<file path="src/rtl/fifo_burst_sched.sv">
// Round-robin write arbiter in front of an external FIFO, plus a burst read
// scheduler that drains the FIFO through a 2-entry skid buffer.
module fifo_burst_sched #(
  parameter int DATA_WIDTH = 32,
  parameter int ADDR_WIDTH = 10,
  parameter int BURST_LEN  = 16
) (
  input  logic                  clk_tb,
  input  logic                  tb_rst,
  input  logic                  s0_valid,
  input  logic [DATA_WIDTH-1:0] s0_data,
  output logic                  s0_ready,
  input  logic                  s1_valid,
  input  logic [DATA_WIDTH-1:0] s1_data,
  output logic                  s1_ready,
  output logic                  fifo_wr_en,
  output logic [DATA_WIDTH-1:0] fifo_wr_data,
  input  logic                  fifo_full,
  output logic                  fifo_rd_en,
  input  logic [DATA_WIDTH-1:0] fifo_rd_data,
  input  logic                  fifo_empty,
  output logic                  burst_req,
  input  logic                  burst_ack,
  output logic                  out_valid,
  output logic [DATA_WIDTH-1:0] out_data,
  input  logic                  out_ready,
  output logic                  out_last,
  input  logic                  flush,
  output logic [ADDR_WIDTH:0]   level,
  output logic                  busy
);

  localparam int CW = $clog2(BURST_LEN + 1);
  localparam logic [ADDR_WIDTH:0] LEVEL_MAX = {1'b1, {ADDR_WIDTH{1'b0}}};
  localparam logic [CW-1:0]       BURST_W   = CW'(BURST_LEN);

  localparam logic [1:0] ST_IDLE = 2'd0;
  localparam logic [1:0] ST_REQ  = 2'd1;
  localparam logic [1:0] ST_XFER = 2'd2;

  logic [1:0]            state;
  logic [1:0]            state_nxt;
  logic                  rr_prio;
  logic                  wr_allow;
  logic                  gnt0;
  logic                  gnt1;
  logic                  flush_pend;
  logic [CW-1:0]         burst_cnt;
  logic [CW-1:0]         issued;
  logic [CW-1:0]         accepted;
  logic [DATA_WIDTH-1:0] skid_mem [2];
  logic                  skid_wr_ptr;
  logic                  skid_rd_ptr;
  logic [1:0]            skid_cnt;
  logic                  rd_inflight;
  logic                  skid_room;
  logic                  skid_pop;
  logic                  level_ge_burst;
  logic                  start_burst;
  logic                  end_burst;

  // Grants are gated by reset so ready stays low while tb_rst is held.
  always_comb begin
    wr_allow     = !tb_rst && !fifo_full && (level != LEVEL_MAX);
    gnt0         = wr_allow && s0_valid && (!s1_valid || !rr_prio);
    gnt1         = wr_allow && s1_valid && (!s0_valid || rr_prio);
    s0_ready     = gnt0;
    s1_ready     = gnt1;
    fifo_wr_en   = gnt0 || gnt1;
    fifo_wr_data = gnt0 ? s0_data : (gnt1 ? s1_data : '0);
  end

  always_ff @(posedge clk_tb or posedge tb_rst) begin
    if (tb_rst) begin
      rr_prio <= 1'b0;
    end else if (gnt0) begin
      rr_prio <= 1'b1;
    end else if (gnt1) begin
      rr_prio <= 1'b0;
    end
  end

  always_ff @(posedge clk_tb or posedge tb_rst) begin
    if (tb_rst) begin
      level <= '0;
    end else if (fifo_wr_en && !fifo_rd_en && (level != LEVEL_MAX)) begin
      level <= level + 1'b1;
    end else if (fifo_rd_en && !fifo_wr_en && (level != '0)) begin
      level <= level - 1'b1;
    end
  end

  always_comb begin
    level_ge_burst = (32'(level) >= 32'(BURST_LEN));
    start_burst    = (state == ST_IDLE) && (level_ge_burst || (flush_pend && (level != '0)));
    skid_room      = (({1'b0, rd_inflight} + skid_cnt) < 2'd2);
    fifo_rd_en     = (state == ST_XFER) && (issued < burst_cnt) && !fifo_empty && skid_room;
    out_valid      = (skid_cnt != 2'd0);
    out_data       = skid_mem[skid_rd_ptr];
    out_last       = out_valid && (state == ST_XFER) && ((accepted + CW'(1)) == burst_cnt);
    skid_pop       = out_valid && out_ready;
    end_burst      = (state == ST_XFER) && skid_pop && out_last;
    burst_req      = (state == ST_REQ);
    busy           = (state != ST_IDLE);
  end

  always_comb begin
    state_nxt = state;
    case (state)
      ST_IDLE: if (start_burst) state_nxt = ST_REQ;
      ST_REQ:  if (burst_ack) state_nxt = ST_XFER;
      ST_XFER: if (end_burst) state_nxt = ST_IDLE;
      default: state_nxt = ST_IDLE;
    endcase
  end

  always_ff @(posedge clk_tb or posedge tb_rst) begin
    if (tb_rst) begin
      state     <= ST_IDLE;
      burst_cnt <= '0;
      issued    <= '0;
      accepted  <= '0;
    end else begin
      state <= state_nxt;
      if (start_burst) begin
        burst_cnt <= level_ge_burst ? BURST_W : CW'(level);
        issued    <= '0;
        accepted  <= '0;
      end else begin
        if (fifo_rd_en) issued <= issued + CW'(1);
        if (skid_pop && (state == ST_XFER)) accepted <= accepted + CW'(1);
      end
    end
  end

  // A flush in the same cycle as a burst start stays pending for a later burst.
  always_ff @(posedge clk_tb or posedge tb_rst) begin
    if (tb_rst) begin
      flush_pend <= 1'b0;
    end else if (flush) begin
      flush_pend <= 1'b1;
    end else if (start_burst) begin
      flush_pend <= 1'b0;
    end
  end

  always_ff @(posedge clk_tb or posedge tb_rst) begin
    if (tb_rst) begin
      rd_inflight <= 1'b0;
      skid_wr_ptr <= 1'b0;
      skid_rd_ptr <= 1'b0;
      skid_cnt    <= 2'd0;
      for (int unsigned i = 0; i < 2; i++) skid_mem[i] <= '0;
    end else begin
      rd_inflight <= fifo_rd_en;
      if (rd_inflight) begin
        skid_mem[skid_wr_ptr] <= fifo_rd_data;
        skid_wr_ptr           <= !skid_wr_ptr;
      end
      if (skid_pop) skid_rd_ptr <= !skid_rd_ptr;
      case ({rd_inflight, skid_pop})
        2'b10:   skid_cnt <= skid_cnt + 2'd1;
        2'b01:   skid_cnt <= skid_cnt - 2'd1;
        default: skid_cnt <= skid_cnt;
      endcase
    end
  end

endmodule

</file>
<file path="config.mk">
export PLATFORM = sky130hd
export DESIGN_NAME = fifo_burst_sched
export DESIGN_NICKNAME = d
export VERILOG_FILES = /design/src/rtl/fifo_burst_sched.sv
export SDC_FILE = /design/constraint.sdc
export NUM_CORES = 1
export LEC_CHECK = 0
export CORE_MARGIN = 4
export CORE_UTILIZATION = 35
export CTS_CLUSTER_SIZE = 16
export DETAILED_ROUTE_END_ITERATION = 6
export PLACE_DENSITY = 0.75
export SLEW_MARGIN = 15
export SYNTH_ARGS = -nofsm -noshare
export SYNTH_HDL_FRONTEND = slang
export SYNTH_SLANG_ARGS = --single-unit
</file>
<file path="constraint.sdc">
create_clock -name clk_tb -period 4.9 [get_ports clk_tb]
set_clock_uncertainty 0.2 [all_clocks]
set_input_delay 0.49 -clock clk_tb [delete_from_list [all_inputs] [get_ports clk_tb]]
set_output_delay 0.49 -clock clk_tb [all_outputs]
set_load 0.01 [all_outputs]
</file>
**After elaboration in Yosys (flattened, before gate mapping)**

Index checks and enable logic that the tools add are counted.

- Add/subtract/negate cells: 7
- Order comparisons: 6
- Eq/ne operators: 9
- Muxes and demuxes: 24
- Bitwise logic cells: 2
- Reductions and logical operators: 46

Operators by type and width:

| cell | number |
|---|---|
| $mux 32 | 6 |
| $bwmux 64 | 1 |
| $demux 32 s1 | 1 |
| $mux 5 | 5 |
| $mux 11 | 2 |
| $logic_and 1x1->1 | 21 |
| $reduce_bool 2->1 | 8 |
| $add 11x1->11 const B | 1 |
| $ge 11x5->1 const B | 1 |
| $ne 11x11->1 const B | 1 |
| $reduce_bool 11->1 | 1 |
| $sub 11x1->11 const B | 1 |
| $add 5x1->5 const B | 2 |
| $logic_not 1->1 | 10 |
| $mux 2 | 3 |
| $pmux 2 s3 | 1 |
| $eq 5x5->1 | 1 |
| $lt 5x5->1 | 1 |
| $eq 2x1->1 const B | 2 |
| $eq 2x2->1 const B | 2 |
| $ge 2x2->1 const B | 2 |
| $logic_or 1x1->1 | 4 |
| $mux 1 | 4 |
| $ne 2x2->1 const B | 2 |
| other kinds (10) | 11 |

- Bits in registers: 99
- Input bits: 105
- Output and inout bits: 83

**Depth between registers and ports, before layout**

Gate-level depths: netlist of the first run.

- Depth after elaboration: 11
- Mapped depth: 13
- Depth with buffers taken out: 13

**Worst setup path before layout of the first run**

Ideal clock, no wire load.

- Path type: flip-flop to flip-flop
- Start point: register burst_cnt[4]
- End point: register level[9]
- Library setup time: 0.064 ns
- Data arrival time: 3.190 ns
- Data required time: 4.636 ns
- Slack: 1.446 ns
- Stages on the path, launching flop included: 13
- Path buffers: 0
- Period minus slack after synthesis: 3.454 ns
- Cell sequence: dfrtp_1 > inv_1 > ha_1 > or3_4 > a211oi_4 > or2b_2 > ha_1 > or2_1 > a21oi_1 > a31oi_1 > or4b_2 > nand3_1 > mux2_4

- Word-level cells in the longest chain between the ends: 8
- Elaborated cells between the ends (all ways): 11

RTL lines:

| item | line | source |
|---|---|---|
| from (decl) | 48 | `logic [CW-1:0] burst_cnt;` |
| from (signal assigned) | 126 | `burst_cnt <= level_ge_burst ? BURST_W : CW'(level);` |
| $lt 5x5->1 (*) | 97 | `fifo_rd_en = (state == ST_XFER) && (issued < burst_cnt) && !fifo_empty && skid_room;` |
| $logic_and 1x1->1 (*) (3 in series) | 97 |  |
| net fifo_rd_en | 19 | `output logic fifo_rd_en,` |
| $logic_not 1->1 | 86 | `end else if (fifo_wr_en && !fifo_rd_en && (level != LEVEL_MAX)) begin` |
| $logic_and 1x1->1 (2 in series) | 86 |  |
| $mux 11 or $reduce_bool 2->1 (tied branches) | n/a |  |
| to (signal assigned) | 87 | `level <= level + 1'b1;` |
| to (signal assigned) | 89 | `level <= level - 1'b1;` |
| to (decl) | 29 | `output logic [ADDR_WIDTH:0] level,` |

Mark *: on every way through the listed nets, which the timed path passes. The rest lies on a longest branch.
A chain may end at the register's enable or synchronous reset.

**Worst setup path after layout of the first run**

- Start point: input tb_rst
- End point: register level[9]

- Word-level cells in the longest chain between the ends: 10
- Elaborated cells between the ends (all ways): 15

RTL lines:

| item | line | source |
|---|---|---|
| from (decl) | 9 | `input logic tb_rst,` |
| $logic_not 1->1 (no line) (*) | n/a |  |
| $logic_and 1x1->1 (*) (2 in series) | 64 | `wr_allow = !tb_rst && !fifo_full && (level != LEVEL_MAX);` |
| $logic_and 1x1->1, on equally long branches (2 in series) | 65, 66 |  |
| $logic_or 1x1->1 (*) | 69 | `fifo_wr_en = gnt0 \|\| gnt1;` |
| $logic_not 1->1 | 88 | `end else if (fifo_rd_en && !fifo_wr_en && (level != '0)) begin` |
| $logic_and 1x1->1 (2 in series) | 88 |  |
| $reduce_bool 2->1 (no line) | n/a |  |

Mark *: on every way between the ends. The rest lies on a longest branch, timed or not.

==> flow_summary_export.csv, run 1 <==
group,metric,value,unit
status,outcome,"finished clean",
setup_path,crit_path_frequent_cell,"or2_1",
global_routing,grt_first_pass_wirelength,21.87,mm
sta,max_freq,264.8,MHz
logic_synthesis,synth_seq_cells,99,
power_and_ir_drop,ir_drop,0.1893,mV
die,core-area,14590,µm²
power_and_ir_drop,power_frac_clock,0.171,
power_and_ir_drop,p_leak,3.193,nW
logic_synthesis,synth_nets,544,
cells_and_area,layout-drive-gt1-share,0.2288,
setup_path,crit_type,"primary input to flop",
cts,h-tree-depth,3,
setup_path,worst_setup_path_end_kind,"flop",
global_routing,grt.overflow.total,0,
cts,cts.sinks,99,
global_routing,grt_usage,0.1631,
cells_and_area,n_antenna_cell,0,
die,die_w,130.3,µm
sta,period_minus_slack,3776,ps
placement,port_buffers,187,
cts,clockRootBuffer,"clkbuf_16",
logic_synthesis,synthDistinctLibCells,47,
cells_and_area,area_delta_synth_final,45.84,%
logic_synthesis,synth.avg_cell_area,12.40,µm²
power_and_ir_drop,internal_power,2.878,mW
setup_path,cp_max_fo,13,
sta,finalSetupTns,0,ps
detailed_routing,route.vias.total,4091,
global_routing,grt_pass1_vias,4465,
die,die_h,130.3,µm
global_routing,grt_max_degree,72,
logic_synthesis,synthFlopType,"dfrtp_1",
setup_path,crit_chain,"clkdlybuf4s50_1, or2_1, a41oi_2, o21ai_2, inv_1, or2b_2, ha_1, or2_1, a21oi_1, a31oi_1, or4b_2, nand3_1, mux2_4",
power_and_ir_drop,p_seq_frac,0.334,
logic_synthesis,muxShareOfSynthArea,0.2422,
power_and_ir_drop,power_switching,1.406,mW
detailed_routing,drt_wl_total,13.97,mm
logic_synthesis,synth_top_family_by_area,"multiplexers",
logic_synthesis,ys_warn_count,0,
placement,placed_area,7315,µm²
cells_and_area,layout.nets,729,
placement,place_congestion,0.8425,
detailed_routing,routedWlPerCell,17.56,µm
cts,post_cts_buffers,0,
logic_synthesis,synth_xor_area_frac,0.04854,
setup_path,crit_required,4990,ps
setup_path,crit_slowest_cell,"or4b_2",
die,dieArea,16970,µm²
power_and_ir_drop,sw_frac_of_total,0.3283,
logic_synthesis,syn_inst,422,
run,max-cap-violations,0,
cts,cts_resized,0,
global_routing,antenna_found_initial,0,
sta,setup_violations,0,
sta,worstMarginPinSlew,871.0,ps
sta,rsz0062_at_grt,"no",
sta,slew_violations,0,
cts,cts-buffers-inserted,9,
setup_path,arrival,3860,ps
logic_synthesis,synth_compound_area_frac,0.1055,
cts,cts_tree,"yes",
power_and_ir_drop,combinationalPowerShare,0.495,
detailed_routing,final_antenna_net_count,0,
cts,clk_pin_slew,70,ps
cells_and_area,stdcell_area,7631,µm²
logic_synthesis,ys_seq_area_frac,0.4735,
logic_synthesis,synth_async_sr_flop_share,1.000,
sta,finalCritPeriodShare,0.7706,
logic_synthesis,synth-simple-area-share,0.06385,
logic_synthesis,synth-edff-count,0,
die,start_util,0.3587,
die,io_pins,188,
cells_and_area,final_util,0.5231,
detailed_routing,viasPerCell,5.139,
setup_path,cp_slowest_stage_delay,640,ps
placement,post-dp-hpwl,10.66,mm
detailed_routing,drc,0,
logic_synthesis,synth_fa_ha_area_frac,0.04209,
sta,finalHoldViolCount,0,
die,num_rows,44,
cts,hold_buffers,0,
detailed_routing,firstDrtPassIters,4,
detailed_routing,drtIter0Drc,111,
hold_path,hold_path.class,"flop to flop",
setup_path,cp-start-kind,"primary input",
sta,slew_headroom,0.4193,
cts,cts_buffer_depth,2,
logic_synthesis,synth_area,5233,µm²
power_and_ir_drop,power_density,561.4,nW/µm²
cts,clk_latency,340,ps
[critical path: cells and delay by family]
family / cells / cell delay, ps
compound gates: 4 / 610
simple gates: 5 / 1660
mux: 1 / 140
fa+ha+maj: 1 / 380
buf+inv: 2 / 590
[per-stage QoR]
step                hold slack [ps]  std cells  worst slack, ps  total power, mW
floorplan                     249.0        422             1446            2.651
global placement              261.4        780            923.1            3.503
detailed placement            265.1        780            743.7            3.586
CTS                           280.1        796             1098            4.347
global route                  288.9        796            952.1            4.565
finish                        278.0        796             1124            4.284
[cells in the final DEF, fill, tap and decap left out, types with 9 or more instances in the layout]
master           count
clkbuf_16            9
xor2_1              16
xnor2_1             13
o21ai_0              9
mux2_4               9
a22o_1              32
inv_1               11
nor2_1              17
mux2_2              92
nand2_1             15
dfrtp_1             99
clkdlybuf4s50_1    187
ha_1                16
[area by class of cell]
type	count	area, µm²
sequential	99	2477
multi-input combinational	291	2639
fill	1247	6958
timing repair buffer	194	1924
clock buffer	11	252.7
tap	184	230.2
clock inverter	5	60.06
inverter	12	47.55
[power by group through the flow]
| stage | logic, mW | registers (mW) | clock network [mW] |
|---|---|---|---|
| 2_1_floorplan | 1.27 | 1.39 | 0 |
| 3_3_place_gp | 2.08 | 1.42 | 0 |
| 3_5_place_dp | 2.14 | 1.45 | 0 |
| 4_1_cts | 2.16 | 1.43 | 0.758 |
| 5_1_grt | 2.30 | 1.48 | 0.791 |
| 6_report | 2.12 | 1.43 | 0.734 |
[synth_stat cells, drive strengths merged, types with 6 or more instances]
library cell  instances  area (µm²)
a21o                  6       45.04
a21oi                 8       40.04
a22o                 32       280.3
buf                   7       33.78
clkbuf               13       48.80
dfrtp                99        2477
ha                   16       200.2
inv                  12       45.04
mux2                106        1227
nand2                16       62.56
nand3                 7       35.03
nor2                 17       63.81
o21ai                11       58.80
xnor2                13       113.9
xor2                 16       140.1
[flip-flops by register name, indices dropped and copies added (netlist names)]
| signal | flops |
|---|---|
| level | 11 |
| rd_inflight | 1 |
| accepted | 5 |
| state | 2 |
| skid_rd_ptr | 1 |
| burst_cnt | 5 |
| rr_prio | 1 |
| skid_mem | 64 |
| skid_wr_ptr | 1 |
| flush_pend | 1 |
| issued | 5 |
| skid_cnt | 2 |
[cell families (layout without fill, tap and decap cells)]
group	Yosys count	in the layout
XOR/XNOR	29	29
flip-flops	99	99
adder cells (fa/ha/maj)	17	17
AO/OA/AOI/OAI	71	71
multiplexers	110	110
AND/OR/NAND/NOR	64	64
buffers and inverters	32	222
[per-layer routing]
layer	routed length (µm)	GRT usage	share of wire
met1	5375	0.1744	0.38
met2	7074	0.3008	0.51
met3	1370	0.06263	0.098
met4	153	0.04095	0.011
met5	0	0	0
[worst paths after layout]
check | start | endpoint | slack (ps) | cells past startpoint
setup reg to reg | issued[2] | level[9] | 1160 | 13
setup / recovery | tb_rst | level[9] | 1120 | 13
hold / removal | skid_rd_ptr | skid_rd_ptr | 280 | 1
hold reg to reg | skid_rd_ptr | skid_rd_ptr | 280 | 1
max in group asynchronous | tb_rst | rr_prio | 3000 | 3
min in group asynchronous | tb_rst | issued[4] | 560 | 2
(Power assumes the default switching activity.)
==> run 2: changes to the inputs <==
- clock period: 4.9 -> 3.7 ns (I/O delays scaled with it)
==> run 2 against run 1 <==
Setup slack got worse by 830 ps. Sequential power rose by 32%. Utilization rose by 1.0 points. Final area rose by 2.0%. Total power rose by 35%. Worst hold slack improved by 3.8 ps. Critical path type is now flop to flop.
==> flow_summary_export.csv, run 2 (same netlist as run 1, synthesis figures left out) <==
group,metric,value,unit
sta,finalCritPeriodShare,0.9194,
power_and_ir_drop,power_switching,1.893,mW
detailed_routing,routedWlPerCell,17.64,µm
run,max-cap-violations,0,
cts,post_cts_buffers,0,
power_and_ir_drop,sw_frac_of_total,0.3264,
die,dieArea,16970,µm²
die,io_pins,188,
cells_and_area,final_common_cell,"clkdlybuf4s50_1",
sta,slew_headroom,0.5090,
setup_path,crit_type,"flop to flop",
hold_path,hold_path.class,"flop to flop",
die,start_util,0.3587,
cts,hold_buffers,0,
cts,cts_buffer_depth,2,
placement,post-place-cells,796,
setup_path,crit_required,3730,ps
cells_and_area,ff_latch_area,2477,µm²
setup_path,worst_setup_path_end_kind,"flop",
cells_and_area,n_fill_cell,1241,
cells_and_area,stdcell_area,7781,µm²
setup_path,cp-start-kind,"flop",
sta,finalHoldViolCount,0,
cts,cts_tree,"yes",
global_routing,grt_usage,0.1703,
detailed_routing,final_antenna_net_count,0,
cells_and_area,area_delta_synth_final,48.71,%
cells_and_area,n_antenna_cell,0,
cts,cts-buffers-inserted,9,
global_routing,antenna_found_initial,0,
power_and_ir_drop,p_leak,3.280,nW
detailed_routing,drtIter0Drc,167,
setup_path,r2r_slack,300,ps
setup_path,r2r_cells,13,
cells_and_area,largest_reg_flops,64,
cts,cts.sinks,99,
detailed_routing,viasPerCell,5.155,
placement,placed_area,7472,µm²
sta,worstMarginPinSlew,736.5,ps
cells_and_area,final_cell_mix,"clkdlybuf4s50_1 (187), dfrtp_1 (99), mux2_2 (92)",
sta,period_minus_slack,3402,ps
cells_and_area,multiInputGateArea,2639,µm²
sta,slew_violations,0,
hold_path,hold_depth,1,
detailed_routing,firstDrtPassIters,4,
die,core-area,14590,µm²
cells_and_area,instances_no_fill,812,
power_and_ir_drop,internal_power,3.905,mW
cells_and_area,layout.nets,745,
die,num_rows,44,
power_and_ir_drop,power_frac_clock,0.166,
die,die_h,130.3,µm
detailed_routing,drt_wl_total,14.32,mm
status,outcome,"finished clean",
detailed_routing,route.vias.total,4186,
die,die_w,130.3,µm
cts,h-tree-depth,3,
hold_path,hold_end,"flush_pend",
power_and_ir_drop,ir_drop,0.2617,mV
setup_path,arrival,3430,ps
sta,setup_violations,0,
power_and_ir_drop,power,5.798,mW
cts,cts_resized,0,
sta,finalSetupTns,0,ps
sta,hold_slack,281.8,ps
power_and_ir_drop,power_density,745.1,nW/µm²
sta,max_freq,294.0,MHz
hold_path,min_from,"flush_pend",
cts,clockRootBuffer,"clkbuf_16",
placement,place_congestion,0.8333,
cts,clk_pin_slew,70,ps
cells_and_area,layout-drive-gt1-share,0.2468,
cells_and_area,regMostFlops,"skid_mem",
placement,port_buffers,187,
power_and_ir_drop,p_seq_frac,0.326,
detailed_routing,drc,0,
setup_path,timing.rr.end,"level[10]",
cts,clk_latency,350,ps
power_and_ir_drop,combinationalPowerShare,0.508,
setup_path,reg2reg_from,"issued[2]",
global_routing,grt_pass1_vias,4529,
global_routing,grt_max_degree,54,
placement,post-dp-hpwl,10.76,mm
global_routing,grt_first_pass_wirelength,22.56,mm
cells_and_area,largestRegisters,"skid_mem: 64 flops, level: 11 flops",
global_routing,grt.overflow.total,0,
sta,rsz0062_at_grt,"no",
setup_path,cp_max_fo,8,
-- run 2: worst max-delay path, stage by stage (launching register included) --
cell      delay (ps)
dfrtp_1          420
ha_1             300
o21ai_0           90
o21ai_1          230
a211oi_4         110
or2b_2           390
buf_4            160
fa_1             400
a31o_2           230
a21oi_1          210
o21ai_0          170
buf_4            160
mux2i_1          130
mux2i_1           90
-- run 2: layout make-up --
type,count,area share
timing repair buffer,210,0.2676
tap,184,0.02959
multi-input combinational,291,0.3391
clock buffer,12,0.03296
inverter,12,0.006110
sequential,99,0.3184
clock inverter,4,0.006271
-- run 2: worst max path at each step --
stage	startpoint	endpoint	slack (ps)
after floorplan	burst_cnt[4]	level[9]	250
after global placement	tb_rst	level[9]	10
after detailed placement	tb_rst	level[9]	-60
after CTS	issued[2]	level[9]	290
after global routing	burst_cnt[1]	level[10]	100
final	issued[2]	level[10]	300
-- run 2: power by group through the flow --
stage               Combinational, mW  Sequential [mW]  Clock [mW]
floorplan                        1.68             1.83           0
global placement                 2.89             1.87           0
detailed placement               2.96             1.91           0
CTS                              2.98             1.89       0.999
global route                     3.19             1.96        1.04
finish                           2.95             1.89       0.961
-- run 2: metal layers --
metal	routed length, µm	GRT usage	vias to the layer above
li1	-	-	1940
met2	7021	0.2993	178
met5	0	0	-
met3	1587	0.07286	19
met4	235	0.05073	0
met1	5476	0.1866	2049
-- run 2: per-stage QoR --
step           utilization  setup slack (ps)
2_1_floorplan            -             246.0
3_3_place_gp        0.5122             10.31
3_5_place_dp        0.5122            -62.38
4_1_cts             0.5331             285.5
5_1_grt             0.5334             102.2
6_report            0.5334             298.1
==> run 3: changes to the inputs <==
- CTS_CLUSTER_SIZE: 16 -> 8
==> results of run 3 <==
Same layout as run 2: the final DEF is identical, and so are final timing and power.
